--- src/rtl/cla_seq_subtractor.sv ---
// Nibble-serial subtractor: diff = a - b - bin, one 4-bit borrow-lookahead slice per clock.
// Handshake: start is accepted only in IDLE (ignored otherwise); done is a one-cycle pulse, no backpressure.
module cla_seq_subtractor #(
  parameter  int WIDTH = 16,
  localparam int NIB   = WIDTH / 4
) (
  input  logic             clk,
  input  logic             rst_n,
  input  logic             start,
  input  logic [WIDTH-1:0] a,
  input  logic [WIDTH-1:0] b,
  input  logic             bin,
  output logic             busy,
  output logic             done,
  output logic [WIDTH-1:0] diff,
  output logic             bout,
  output logic             ovf,
  output logic [1:0]       dbg_state
);

  localparam int KW = (NIB > 1) ? $clog2(NIB) : 1;

  typedef enum logic [1:0] {
    IDLE = 2'd0,
    RUN  = 2'd1,
    DONE = 2'd2
  } state_t;

  state_t           state, state_nx;
  logic [KW-1:0]    k;
  logic [WIDTH-1:0] a_r, b_r, work, work_nx;
  logic             br;
  logic             last;
  logic [3:0]       na, nb, g, p, d;
  logic [4:0]       c;

  // Borrow lookahead for the current nibble; every borrow is a flat sum of products of br.
  always_comb begin
    na   = a_r[4*int'(k) +: 4];
    nb   = b_r[4*int'(k) +: 4];
    g    = ~na & nb;
    p    = ~(na ^ nb);
    c[0] = br;
    c[1] = g[0] | (p[0] & br);
    c[2] = g[1] | (p[1] & g[0]) | (p[1] & p[0] & br);
    c[3] = g[2] | (p[2] & g[1]) | (p[2] & p[1] & g[0]) | (p[2] & p[1] & p[0] & br);
    c[4] = g[3] | (p[3] & g[2]) | (p[3] & p[2] & g[1]) | (p[3] & p[2] & p[1] & g[0])
         | (p[3] & p[2] & p[1] & p[0] & br);
    d    = na ^ nb ^ c[3:0];
    work_nx = work;
    work_nx[4*int'(k) +: 4] = d;
  end

  assign last = (k == KW'(NIB - 1));

  always_ff @(posedge clk or negedge rst_n) begin
    if (!rst_n) state <= IDLE;
    else        state <= state_nx;
  end

  always_comb begin
    state_nx  = state;
    busy      = 1'b0;
    done      = 1'b0;
    dbg_state = state;
    case (state)
      IDLE: if (start) state_nx = RUN;
      RUN: begin
        busy = 1'b1;
        if (last) state_nx = DONE;
      end
      DONE: begin
        done     = 1'b1;
        state_nx = IDLE;
      end
      default: state_nx = IDLE;
    endcase
  end

  always_ff @(posedge clk or negedge rst_n) begin
    if (!rst_n) begin
      a_r  <= '0;
      b_r  <= '0;
      br   <= 1'b0;
      k    <= '0;
      work <= '0;
      diff <= '0;
      bout <= 1'b0;
      ovf  <= 1'b0;
    end else begin
      case (state)
        IDLE: if (start) begin
          a_r <= a;
          b_r <= b;
          br  <= bin;
          k   <= '0;
        end
        RUN: begin
          work <= work_nx;
          br   <= c[4];
          k    <= last ? '0 : k + KW'(1);
          // Results publish only here, so partial nibbles never reach diff.
          if (last) begin
            diff <= work_nx;
            bout <= c[4];
            ovf  <= (a_r[WIDTH-1] != b_r[WIDTH-1]) & (work_nx[WIDTH-1] != a_r[WIDTH-1]);
          end
        end
        default: ;
      endcase
    end
  end

endmodule

--- config.mk ---
export PLATFORM = sky130hd
export DESIGN_NAME = cla_seq_subtractor
export DESIGN_NICKNAME = d
export VERILOG_FILES = /design/src/rtl/cla_seq_subtractor.sv
export SDC_FILE = /design/constraint.sdc
export NUM_CORES = 1
export LEC_CHECK = 0
export ABC_AREA = 1
export BUFFER_PORTS_ARGS = -buffer_cell sky130_fd_sc_hd__buf_2
export CORE_MARGIN = 2
export CORE_UTILIZATION = 40
export DETAILED_ROUTE_END_ITERATION = 16
export GPL_TIMING_DRIVEN = 0
export PLACE_DENSITY = 0.69
export SLEW_MARGIN = 20
export SYNTH_ARGS = -nofsm -noshare
export SYNTH_HDL_FRONTEND = slang
export SYNTH_SLANG_ARGS = --single-unit
--- constraint.sdc ---
create_clock -name clk -period 3.3 [get_ports clk]
set_input_delay 0.66 -clock clk [delete_from_list [all_inputs] [get_ports clk]]
set_output_delay 0.66 -clock clk [all_outputs]
set_load 0.005 [all_outputs]
Word level (Yosys, flattened, before mapping)
Cells that the tools add are included.
{"block": "op_classes", "addsub": 2, "n_mul": 0, "div_mod_pow": 0, "n_lt_le_gt_ge": 0, "eq_ne": 7, "shifts": 4, "mux": 11, "bitwise_logic": 32, "n_reduce_logical": 6}
{"operator": "negation 4 -> 33 bit", "n": 1}
{"operator": "variable shift 4 x 33 -> 16 bit, first input constant", "n": 1}
{"operator": "variable part select 4 x 33 -> 16 bit", "n": 1}
{"operator": "variable part select 16 x 5 -> 4 bit", "n": 2}
{"operator": "bitwise AND 1 bit", "n": 17}
{"operator": "bitwise mux 16 bit", "n": 1}
{"operator": "OR 1 bit", "n": 10}
{"operator": "2-to-1 mux 2 bit", "n": 4}
{"operator": "NOT 4 bit", "n": 2}
{"operator": "case mux 2 bit (2 select lines)", "n": 2}
{"operator": "AND reduction 2 bit", "n": 4}
{"operator": "XOR 4 bit", "n": 2}
{"operator": "bitwise AND 4 bit", "n": 1}
{"operator": "equality test 2 bit, second input constant", "n": 2}
{"operator": "inequality test 2 bit, second input constant", "n": 2}
{"operator": "2-to-1 mux 1 bit", "n": 3}
{"operator": "adder 2 x 1 -> 2 bit, second input constant", "n": 1}
{"operator": "equality test 2 x 1 -> 1 bit, second input constant", "n": 1}
{"operator": "zero test 2 bit", "n": 1}
{"operator": "inequality test 1 bit", "n": 2}
{"operator": "case mux 1 bit (2 select lines)", "n": 1}
{"operator": "nonzero test 2 bit", "n": 1}
{"block": "word_totals", "reg_bits": 71, "latch_bits": 0, "ram_bits": 0, "romBits": 0, "in_bits": 36, "out_inout_bits": 22, "elab_cells": 71, "mem_count": 0}

Logic depth before layout (Yosys ltp)
Gate-level depths: netlist of the first run.
{"block": "logic_depth", "ltp_word": 12, "ltp_mapped": 17, "ltp_nobuf": 15}

Worst setup path before layout of the first run
OpenSTA, ideal clock, no wires.
{"block": "synth_path", "path_type": "reg2reg", "start": "register k[0]", "end": "register work[5]", "setup_ns": 0.083, "t_arrival_ns": 2.207, "required_time_ns": 3.217, "setup_slack_ns": 1.010, "stages_incl_launch_ff": 13, "n_path_buf": 2, "period_less_slack_ns": 2.290, "cell_sequence": "dfrtp_1 -> inv_1 -> buf_2 -> buf_2 -> nand2_1 -> a32o_1 -> fa_1 -> xor2_1 -> nor2_1 -> nand2_1 -> o22ai_1 -> nand2_1 -> o21ai_0"}
{"block": "synth_between", "elab_chain_cells": 10, "word_cells_on_any_way": 26, "classes_between": "1 x add/sub; 4 x shift; 1 x mux; 20 x bitwise"}
{"item": "from (decl)", "line_no": "30", "rtl": "logic [KW-1:0] k;"}
{"item": "from (signal assigned)", "line_no": "101", "rtl": "k <= last ? '0 : k + KW'(1);"}
{"item": "variable part select 16 x 5 -> 4 bit (on tied branches)", "line_no": "39, 40"}
{"item": "XOR 4 bit or NOT 4 bit (tied branches)", "line_no": "42, 49, 41"}
{"item": "NOT 4 bit or bitwise AND 4 bit (tied branches)", "line_no": "42, 41"}
{"item": "bitwise AND 1 bit", "line_no": "46", "rtl": "c[3] = g[2] | (p[2] & g[1]) | (p[2] & p[1] & g[0]) | (p[2] & p[1] & p[0] & br);"}
{"item": "OR 1 bit or bitwise AND 1 bit (tied branches) (2 in a row)", "line_no": "46"}
{"item": "OR 1 bit", "line_no": "46"}
{"item": "XOR 4 bit", "line_no": "49", "rtl": "d = na ^ nb ^ c[3:0];"}
{"item": "variable part select 4 x 33 -> 16 bit", "line_no": "51", "rtl": "work_nx[4*int'(k) +: 4] = d;"}
{"item": "bitwise mux 16 bit (*)", "line_no": "51"}
{"item": "to (signal assigned)", "line_no": "99", "rtl": "work <= work_nx;"}
{"item": "to (decl)", "line_no": "31", "rtl": "logic [WIDTH-1:0] a_r, b_r, work, work_nx;"}
Mark *: on every way between the ends. The rest lies on a longest branch, timed or not.
A chain may end at the register's enable or synchronous reset.

Worst setup path in the final report of the first run
{"block": "layout_path", "start": "register k[1]", "end": "register work[6]"}
Same word-level chain as after synthesis.

==> results of run 1 <==
[through the flow]
| step | instances | cell area [um2] | setup WS, ns | util [%] | power (mW) |
|---|---|---|---|---|---|
| CTS | 540 | 4200 | 0.401 | 48.9 | 4.63 |
| floorplan | 358 | 3500 | 1.01 | - | 3.12 |
| global route | 540 | 4200 | 0.0758 | 48.9 | 5.00 |
| global placement | 523 | 3930 | 0.414 | 45.7 | 3.67 |
| detailed placement | 524 | 3950 | 0.401 | 45.9 | 3.75 |
| finish | 540 | 4200 | 0.414 | 48.9 | 4.59 |
[power breakdown]
group,internal [mW],total (mW),switching [mW]
registers,1.23,1.44,0.215
logic,0.969,2.28,1.31
clock network,0.543,0.863,0.320
[cell type report]
type | instances | area [um2] | share of cell area, %
multi-input combinational | 240 | 1520 | 36.1
tap | 108 | 135 | 3.22
inverter | 34 | 128 | 3.04
timing repair buffer | 58 | 308 | 7.32
clock buffer | 11 | 151 | 3.60
clock inverter | 5 | 104 | 2.47
buffer | 13 | 81.3 | 1.94
sequential | 71 | 1780 | 42.3
[layer usage]
layer / track usage [%] / up-vias / wire [um]
met3: 4.39 / 9 / 374
met4: 5.77 / 0 / 97
met5: 0 / - / 0
met1: 22.6 / 1229 / 3470
li1: - / 1313 / -
met2: 27.3 / 69 / 3500
[state kept, by name, indices dropped and copies added (netlist names)]
signal	flops
ovf	1
a_r	16
k	2
work	16
b_r	16
br	1
bout	1
diff	16
dbg_state	2
[Yosys cell counts]
| library cell | instances | share of area [%] |
|---|---|---|
| nand3_1 | 12 | 1.7 |
| nor2_8 | 1 | 0.57 |
| fa_1 | 1 | 0.57 |
| o21ai_2 | 3 | 0.75 |
| inv_2 | 2 | 0.21 |
| ha_1 | 10 | 3.6 |
| o21ai_0 | 25 | 3.6 |
| nor2_1 | 16 | 1.7 |
| o22ai_2 | 1 | 0.36 |
| nand2_4 | 2 | 0.64 |
| or2_2 | 1 | 0.18 |
| nand2_2 | 3 | 0.54 |
| buf_2 | 8 | 1.1 |
| nand4_1 | 3 | 0.54 |
| nand2_1 | 101 | 11 |
| mux2_2 | 7 | 2.2 |
| xnor2_1 | 1 | 0.25 |
| clkbuf_1 | 2 | 0.21 |
| a32o_1 | 3 | 0.86 |
| mux2_4 | 20 | 8.6 |
| inv_1 | 32 | 3.4 |
| or2_0 | 1 | 0.18 |
| xor2_1 | 1 | 0.25 |
| nand4_2 | 1 | 0.36 |
| buf_6 | 3 | 0.96 |
| dfrtp_1 | 71 | 51 |
| nor2_2 | 2 | 0.36 |
| o22ai_1 | 13 | 2.3 |
| mux2_1 | 4 | 1.3 |
| a21oi_1 | 5 | 0.71 |
| o21ai_1 | 3 | 0.43 |
[worst register-to-register path, delay by kind of cell, from the launching register on]
family	cells	cell delay, ns
AOI/OAI and AO/OA	3	0.55
buffers and inverters	2	0.61
and+or+nand+nor	7	0.62
DFF	1	0.52
xor gates and xnor gates	1	0.21
adders and majority gates	1	0.32
[placed cells by master (no fill, tap or decap), types with 4 or more instances in the layout]
cell type  netlist  routed
buf_2            8      64
nand2_1        101     101
o21ai_0         25      25
o22ai_1         13      13
mux2_2           7       7
mux2_4          20      20
a21oi_1          5       5
mux2_1           4       4
dfrtp_1         71      71
clkbuf_8         0      11
nor2_1          16      16
inv_1           32      32
nand3_1         12      12
ha_1            10      10
[kinds of logic after synthesis]
group | count (synthesis) | share of synthesized area, %
buffers and inverters | 47 | 5.96
XOR/XNOR | 2 | 0.500
adder cells (fa/ha/maj) | 11 | 4.14
AND/OR/NAND/NOR | 143 | 17.6
flip-flops | 71 | 50.7
multiplexers | 31 | 12.1
AO/OA/AOI/OAI | 53 | 9.00
[worst paths after layout]
check	from	to	cells after the start
setup / recovery	k[1]	work[6]	14
hold / removal	rst_n	a_r[2]	1
setup reg to reg	k[1]	work[6]	14
hold reg to reg	diff[4]	diff[4]	2
max in group asynchronous	rst_n	dbg_state[1]	2
min in group clk	diff[4]	diff[4]	2
==> qor.csv, run 1 <==
stage;metric;value;unit
power;leakage power;2.19;nW
yosys;distinct cell type count after synthesis;31;
sta;Setup Skew;0.00844;ns
worst_setup_path;critical setup path kind;reg -> reg;
sta;setup total negative slack;0;ns
worst_setup_path;Setup crit end kind;flip-flop;
placement;Port Buffers;57;
sta;endpoints failing setup;0;
power;Pwr Density;1090;nW/um2
cts;CTS clk-pin slew, worst paths;0.07;ns
sta;Hold Slack;0.233;ns
detailed_routing;drt via density;4.85;
global_routing;vias in the first global route;2739;
worst_setup_path;critical path cell sequence;inv_1, clkbuf_1, o21ai_0, o22ai_1, ha_1, nand3_1, nand3_1, xnor2_1, nand2_1, nor2_2, nand2_1, o21ai_2, nand2_1, nand2_1;
worst_hold_path;hold crit path type;in -> async;
detailed_routing;routed len/inst;13.8;um
worst_setup_path;Critical Path RT;3.59;ns
cts;hold-fix buffers at CTS;0;
global_routing;grt ovf;0;
global_routing;largest net degree at the start of global routing;44;
status;run status;finished, final reports clean;
run;maxcap violations;0;
worst_setup_path;r2r setup slk;0.41;ns
cells_and_area;Ant. Diodes;0;
sta;Slew @ Worst Pin;0.570;ns
detailed_routing;DRT Wirelength;7440;um
power;maximum vdd ir drop;0.000577;V
worst_setup_path;Slowest-stage cell, CP;dfrtp_1;
cells_and_area;nets@finish;474;
cts;Clk Latency, worst-skew pair;0.35;ns
yosys;Synth Register Bits;71;
cells_and_area;layout cells sized above 1;29.6;%
placement;Detailed Place HPWL;5440;um
cts;number of buffers created by CTS;9;
yosys;sequential share of the synthesized area;50.7;%
yosys;synth warn;0;
detailed_routing;DRC viols;0;
floorplanning;chip width;97.6;um
sta;Final Hold Vio Count;0;
cts;Clock Sink Count;71;
detailed_routing;TritonRoute pass-1 iters;5;
detailed_routing;remaining antenna violation count;0;
yosys;Syn Nets;405;
global_routing;initial antenna violation count;0;
cts;Clock Root Buffer;clkbuf_8;
sta;Slew headroom;62.0;%
floorplanning;die height;97.6;um
floorplanning;Die ar.;9530;um2
detailed_routing;Via Count;2620;
worst_setup_path;type of origin of the critical path;flip-flop;
floorplanning;Std-Cell Rows;34;
worst_setup_path;critical path arrival;3.18;ns
worst_setup_path;crit path buf inv count;2;
cts;postcts setup bufs;0;
floorplanning;Starting Density;40.8;%
yosys;Avg Cell Area, Syn;9.79;um2
global_routing;Total GRT Usage;17.1;%
worst_setup_path;CP peak stage delay;0.52;ns
cells_and_area;fillcell total;836;
detailed_routing;First DRT Iteration DRCs;130;
cts;CTS tree;built;
sta;Max Clock Freq;0.347;GHz
floorplanning;core area;8590;um2
sta;max-slew violations;0;
cts;CTS max path bufs;2;
worst_setup_path;most used cell, CP;nand2_1;
yosys;Mapped Area;3500;um2
sta;post-route minimum period;2.89;ns
global_routing;first-pass GRT wire length;13000;um
cells_and_area;Layout area overhead;19.9;%
cts;post-CTS sizing;0;
yosys;synthesized instance count;358;
worst_setup_path;CP max FO;12;
worst_setup_path;CP delay by family, top;simple AND/OR/NAND/NOR gates;
sta;RSZ-0062 raised after global routing;false;
placement;Routability Congestion;0.875;
cts;# H-tree levels;3;
floorplanning;I/O pin count;58;
sta;post-route clock period utilization;87.4;%
Power figures use the tool's default switching activity.
==> inputs of run 2 (changes only) <==
CORE_UTILIZATION = 56   (was 40)
PLACE_DENSITY = 0.88   (was 0.69)
SKIP_CTS_REPAIR_TIMING = 1   (was not set)
==> qor.csv, run 2 (synthesized netlist as in run 1, its figures left out) <==
stage;metric;value;unit
status;run status;finished, final reports clean;
sta;Slew headroom;64.7;%
cts;CTS clk-pin slew, worst paths;0.07;ns
cts;Clk Latency, worst-skew pair;0.36;ns
sta;Slew @ Worst Pin;0.530;ns
power;Sw Ratio;42.6;%
power;internal power;2.56;mW
global_routing;GRT busiest layer;met2;
floorplanning;Std-Cell Rows;28;
sta;PnR worst setup slack;0.308;ns
worst_setup_path;Slowest-stage cell, CP;dfrtp_1;
detailed_routing;TritonRoute pass-1 iters;4;
sta;setup total negative slack;0;ns
floorplanning;I/O pin count;58;
cts;Clock Sink Count;71;
cells_and_area;most common cell after layout, fill and taps aside;nand2_1;
placement;Port Buffers;57;
global_routing;initial antenna violation count;0;
worst_setup_path;CP peak stage delay;0.51;ns
worst_setup_path;critical path arrival;3.29;ns
sta;endpoints failing setup;0;
global_routing;Total GRT Usage;23.6;%
power;Sequential Power Share;32.5;%
cells_and_area;final instance area;4100;um2
global_routing;grt ovf;0;
power;leakage power;2.16;nW
detailed_routing;First DRT Iteration DRCs;240;
worst_setup_path;type of origin of the critical path;flip-flop;
placement;Detailed Place HPWL;5440;um
detailed_routing;DRC viols;0;
cells_and_area;Layout area overhead;16.9;%
sta;max-slew violations;0;
cells_and_area;nets@finish;474;
floorplanning;Die ar.;6910;um2
sta;post-route clock period utilization;90.7;%
global_routing;vias in the first global route;2748;
sta;Setup Skew;0.0103;ns
cts;CTS tree;built;
detailed_routing;remaining antenna violation count;0;
worst_setup_path;CP delay by family, top;simple AND/OR/NAND/NOR gates;
floorplanning;core area;5990;um2
placement;setup slack after placement;0.366;ns
global_routing;GR Layer Usage met2;38.6;%
detailed_routing;routed len/inst;15.1;um
detailed_routing;drt via density;5.49;
global_routing;largest net degree at the start of global routing;40;
power;Clk pwr share;15.3;%
power;maximum vdd ir drop;0.000559;V
sta;Hold Slack;0.241;ns
global_routing;met1 GRT Util;29.0;%
detailed_routing;DRT Wirelength;7650;um
worst_setup_path;CP max FO;12;
sta;Max Clock Freq;0.334;GHz
worst_setup_path;crit path buf inv count;2;
worst_setup_path;Critical Path RT;3.59;ns
sta;post-route minimum period;2.99;ns
worst_hold_path;hold crit path type;in -> async;
sta;Final Hold Vio Count;0;
cts;CTS max path bufs;2;
global_routing;first-pass GRT wire length;12900;um
cells_and_area;Ant. Diodes;0;
run;maxcap violations;0;
cells_and_area;commonest non-fill, non-tap cells in the layout;nand2_1 (101), dfrtp_1 (71), buf_2 (64);
power;combinational share of power;52.2;%
worst_setup_path;critical setup path kind;reg -> reg;
floorplanning;chip width;83.1;um
floorplanning;die height;83.1;um
worst_setup_path;critical path cell sequence;inv_1, clkbuf_1, o21ai_0, o22ai_1, ha_1, nand3_1, nand3_1, xnor2_1, nand2_1, nor2_2, nand2_1, o21ai_2, nand2_1, nand2_1;
cts;Clock Root Buffer;clkbuf_8;
power;Pwr Density;1090;nW/um2
worst_setup_path;Setup crit end kind;flip-flop;
sta;RSZ-0062 raised after global routing;false;
global_routing;met3 usage;4.57;%
placement;Routability Congestion;0.861;
cells_and_area;layout cells sized above 1;29.2;%
floorplanning;Starting Density;58.5;%
placement;DP Area;3910;um2
cts;# H-tree levels;3;
worst_setup_path;most used cell, CP;nand2_1;
cts;number of buffers created by CTS;9;
power;NetSw;1.90;mW
detailed_routing;Via Count;2784;
-- run 2: cell types whose count changed in the layout (fill, tap and decap cells not counted), sizes merged --
cell	previous run	this run
bufinv	3	1
clkinv	2	3
clkbuf	13	14
-- run 2: cell type report --
| class | count | area (um2) |
|---|---|---|
| clock buffer | 12 | 145 |
| clock inverter | 4 | 45.0 |
| buffer | 13 | 81.3 |
| inverter | 34 | 128 |
| tap | 75 | 93.8 |
| multi-input combinational | 240 | 1520 |
| fill | 442 | 1890 |
| timing repair buffer | 58 | 308 |
| sequential | 71 | 1780 |
-- run 2: power groups by stage --
stage / clock network (mW) / registers, mW / logic [mW]
after global routing: 0.733 / 1.49 / 2.55
after floorplan: 0 / 1.41 / 1.72
final: 0.682 / 1.45 / 2.33
after detailed placement: 0 / 1.46 / 2.30
after CTS: 0.693 / 1.45 / 2.32
after global placement: 0 / 1.44 / 2.18
-- run 2: path summary, 6_finish.rpt --
check,to,startpoint,slack (ns),cells past startpoint
setup reg to reg,work[6],k[1],0.31,14
hold reg to reg,diff[4],diff[4],0.47,2
max in group asynchronous,work[10],rst_n,2.52,2
setup / recovery,work[6],k[1],0.31,14
min in group clk,diff[4],diff[4],0.47,2
hold / removal,a_r[5],rst_n,0.24,1
-- run 2: per-stage QoR --
stage | cells | total power [mW] | util [%]
after floorplan | 358 | 3.12 | -
after global placement | 490 | 3.62 | 64.8
after detailed placement | 491 | 3.75 | 65.2
after CTS | 507 | 4.46 | 68.4
after global routing | 507 | 4.78 | 68.4
final | 507 | 4.46 | 68.4
-- run 2: layer usage --
| metal | share of wire [%] | routed length [um] | vias to the layer above |
|---|---|---|---|
| met4 | 3.8 | 293 | 0 |
| met2 | 48 | 3640 | 107 |
| met3 | 6.0 | 462 | 31 |
| met1 | 43 | 3260 | 1340 |
| li1 | - | - | 1306 |
| met5 | 0 | 0 | - |
-- run 2: worst register-to-register path: stages (launching register included) --
cell and delay [ns]:
dfrtp_1 0.51, inv_1 0.15, clkbuf_1 0.43, o21ai_0 0.21
o22ai_1 0.32, ha_1 0.32, nand3_1 0.07, nand3_1 0.09
xnor2_1 0.27, nand2_1 0.14, nor2_2 0.13, nand2_1 0.08
o21ai_2 0.08, nand2_1 0.07, nand2_1 0.06
==> inputs of run 3 (changes only) <==
CORE_UTILIZATION = 51   (was 56)
PLACE_DENSITY = 0.85   (was 0.88)
clock period = 2.4 ns   (was 3.3 ns; I/O delays follow)
==> qor.csv, run 3 (synthesized netlist as in run 1, its figures left out) <==
stage;metric;value;unit
cells_and_area;nets@finish;489;
cells_and_area;Layout area overhead;27.1;%
global_routing;first-pass GRT wire length;13100;um
cts;CTS clk-pin slew, worst paths;0.08;ns
worst_setup_path;critical setup path kind;reg -> reg;
cts;CTS tree;built;
global_routing;largest net degree at the start of global routing;40;
worst_setup_path;critical path cell sequence;inv_2, buf_6, buf_6, nand2_1, a32o_2, ha_4, nand2_1, nand2_1, nand2_2, nand2_2, nand2_2, nand2_4, nand4_4, nand2_2, nand2_1, nand3_1, nand2_1;
worst_setup_path;most used cell, CP;nand2_1;
worst_setup_path;critical path arrival;2.63;ns
cts;Clk Latency, worst-skew pair;0.36;ns
floorplanning;core area;6720;um2
floorplanning;Starting Density;52.2;%
cells_and_area;commonest non-fill, non-tap cells in the layout;nand2_1 (97), dfrtp_1 (69), buf_2 (62);
floorplanning;die height;86.9;um
detailed_routing;routed len/inst;16.5;um
power;maximum vdd ir drop;0.000842;V
cells_and_area;Ant. Diodes;0;
detailed_routing;TritonRoute pass-1 iters;5;
cts;Clock Root Buffer;clkbuf_8;
cts;number of buffers created by CTS;9;
floorplanning;Std-Cell Rows;30;
run;maxcap violations;0;
worst_setup_path;type of origin of the critical path;flip-flop;
cells_and_area;layout cells sized above 1;38.5;%
detailed_routing;DRT Wirelength;8710;um
global_routing;initial antenna violation count;0;
worst_setup_path;CP max FO;6;
floorplanning;Die ar.;7550;um2
worst_setup_path;CP delay by family, top;simple AND/OR/NAND/NOR gates;
cts;CTS max path bufs;2;
sta;post-route clock period utilization;99.3;%
worst_hold_path;hold crit path type;in -> async;
global_routing;Total GRT Usage;22.7;%
sta;Setup Skew;0.00898;ns
detailed_routing;remaining antenna violation count;0;
power;Pwr Density;1670;nW/um2
cts;Clock Sink Count;71;
worst_setup_path;Critical Path RT;2.65;ns
global_routing;GR Layer Usage met2;35.9;%
detailed_routing;drt via density;5.59;
status;run status;finished, final reports clean;
detailed_routing;Via Count;2948;
sta;Max Clock Freq;0.419;GHz
global_routing;met1 GRT Util;28.6;%
sta;max-slew violations;0;
sta;post-route minimum period;2.38;ns
sta;Slew headroom;70.7;%
floorplanning;I/O pin count;58;
global_routing;grt ovf;0;
placement;Detailed Place HPWL;5470;um
sta;Hold Slack;0.0573;ns
detailed_routing;First DRT Iteration DRCs;214;
placement;Port Buffers;57;
placement;DP Area;3910;um2
placement;Routability Congestion;0.830;
worst_setup_path;CP peak stage delay;0.44;ns
global_routing;vias in the first global route;2772;
detailed_routing;DRC viols;0;
power;leakage power;2.30;nW
worst_setup_path;Setup crit end kind;flip-flop;
sta;endpoints failing setup;0;
floorplanning;chip width;86.9;um
cells_and_area;fillcell total;480;
cells_and_area;final instance area;4450;um2
sta;Slew @ Worst Pin;0.439;ns
sta;Final Hold Vio Count;0;
worst_setup_path;Slowest-stage cell, CP;dfrtp_2;
cells_and_area;most common cell after layout, fill and taps aside;nand2_1;
global_routing;met3 usage;6.54;%
worst_setup_path;crit path buf inv count;3;
global_routing;GRT busiest layer;met2;
cts;# H-tree levels;3;
==> run 3: layout make-up <==
| class | count | area [um2] | area share [%] |
|---|---|---|---|
| clock inverter | 5 | 80.1 | 1.80 |
| clock buffer | 11 | 151 | 3.40 |
| inverter | 34 | 128 | 2.87 |
| multi-input combinational | 240 | 1670 | 37.4 |
| tap | 80 | 100 | 2.25 |
| sequential | 71 | 1780 | 39.9 |
| buffer | 13 | 106 | 2.39 |
| timing repair buffer | 73 | 442 | 9.92 |
==> run 3: per-stage QoR <==
step / cells / util, % / power [mW] / TNS, ns / worst slack, ns
2_1_floorplan: 358 / - / 4.30 / 0 / 0.110
3_3_place_gp: 495 / 57.9 / 4.99 / -8.94 / -0.420
3_5_place_dp: 496 / 58.2 / 5.14 / -11.34 / -0.525
4_1_cts: 512 / 61.7 / 6.28 / -13.12 / -0.544
5_1_grt: 527 / 66.3 / 7.87 / -0.420 / -0.0661
6_report: 527 / 66.3 / 7.45 / 0 / 0.0160
==> run 3: final timing paths <==
check | end | from | slack (ns) | cells past startpoint
max | ovf | k[0] | 0.02 | 17
min | a_r[14] | rst_n | 0.06 | 1
max reg2reg | ovf | k[0] | 0.02 | 17
min reg2reg | ovf | ovf | 0.48 | 2
max in group asynchronous | k[1] | rst_n | 1.78 | 2
min in group clk | a_r[13] | a[13] | 0.34 | 2
==> run 3: power breakdown <==
group / switching, mW / internal (mW)
registers: 0.299 / 1.69
logic: 2.41 / 1.95
clock network: 0.464 / 0.639
total: 3.17 / 4.28
==> run 3: metal layers <==
| metal | wire length (um) | part of all wire, % |
|---|---|---|
| met1 | 3470 | 40 |
| met2 | 4310 | 49 |
| met3 | 667 | 7.7 |
| met4 | 261 | 3.0 |
| met5 | 0 | 0 |
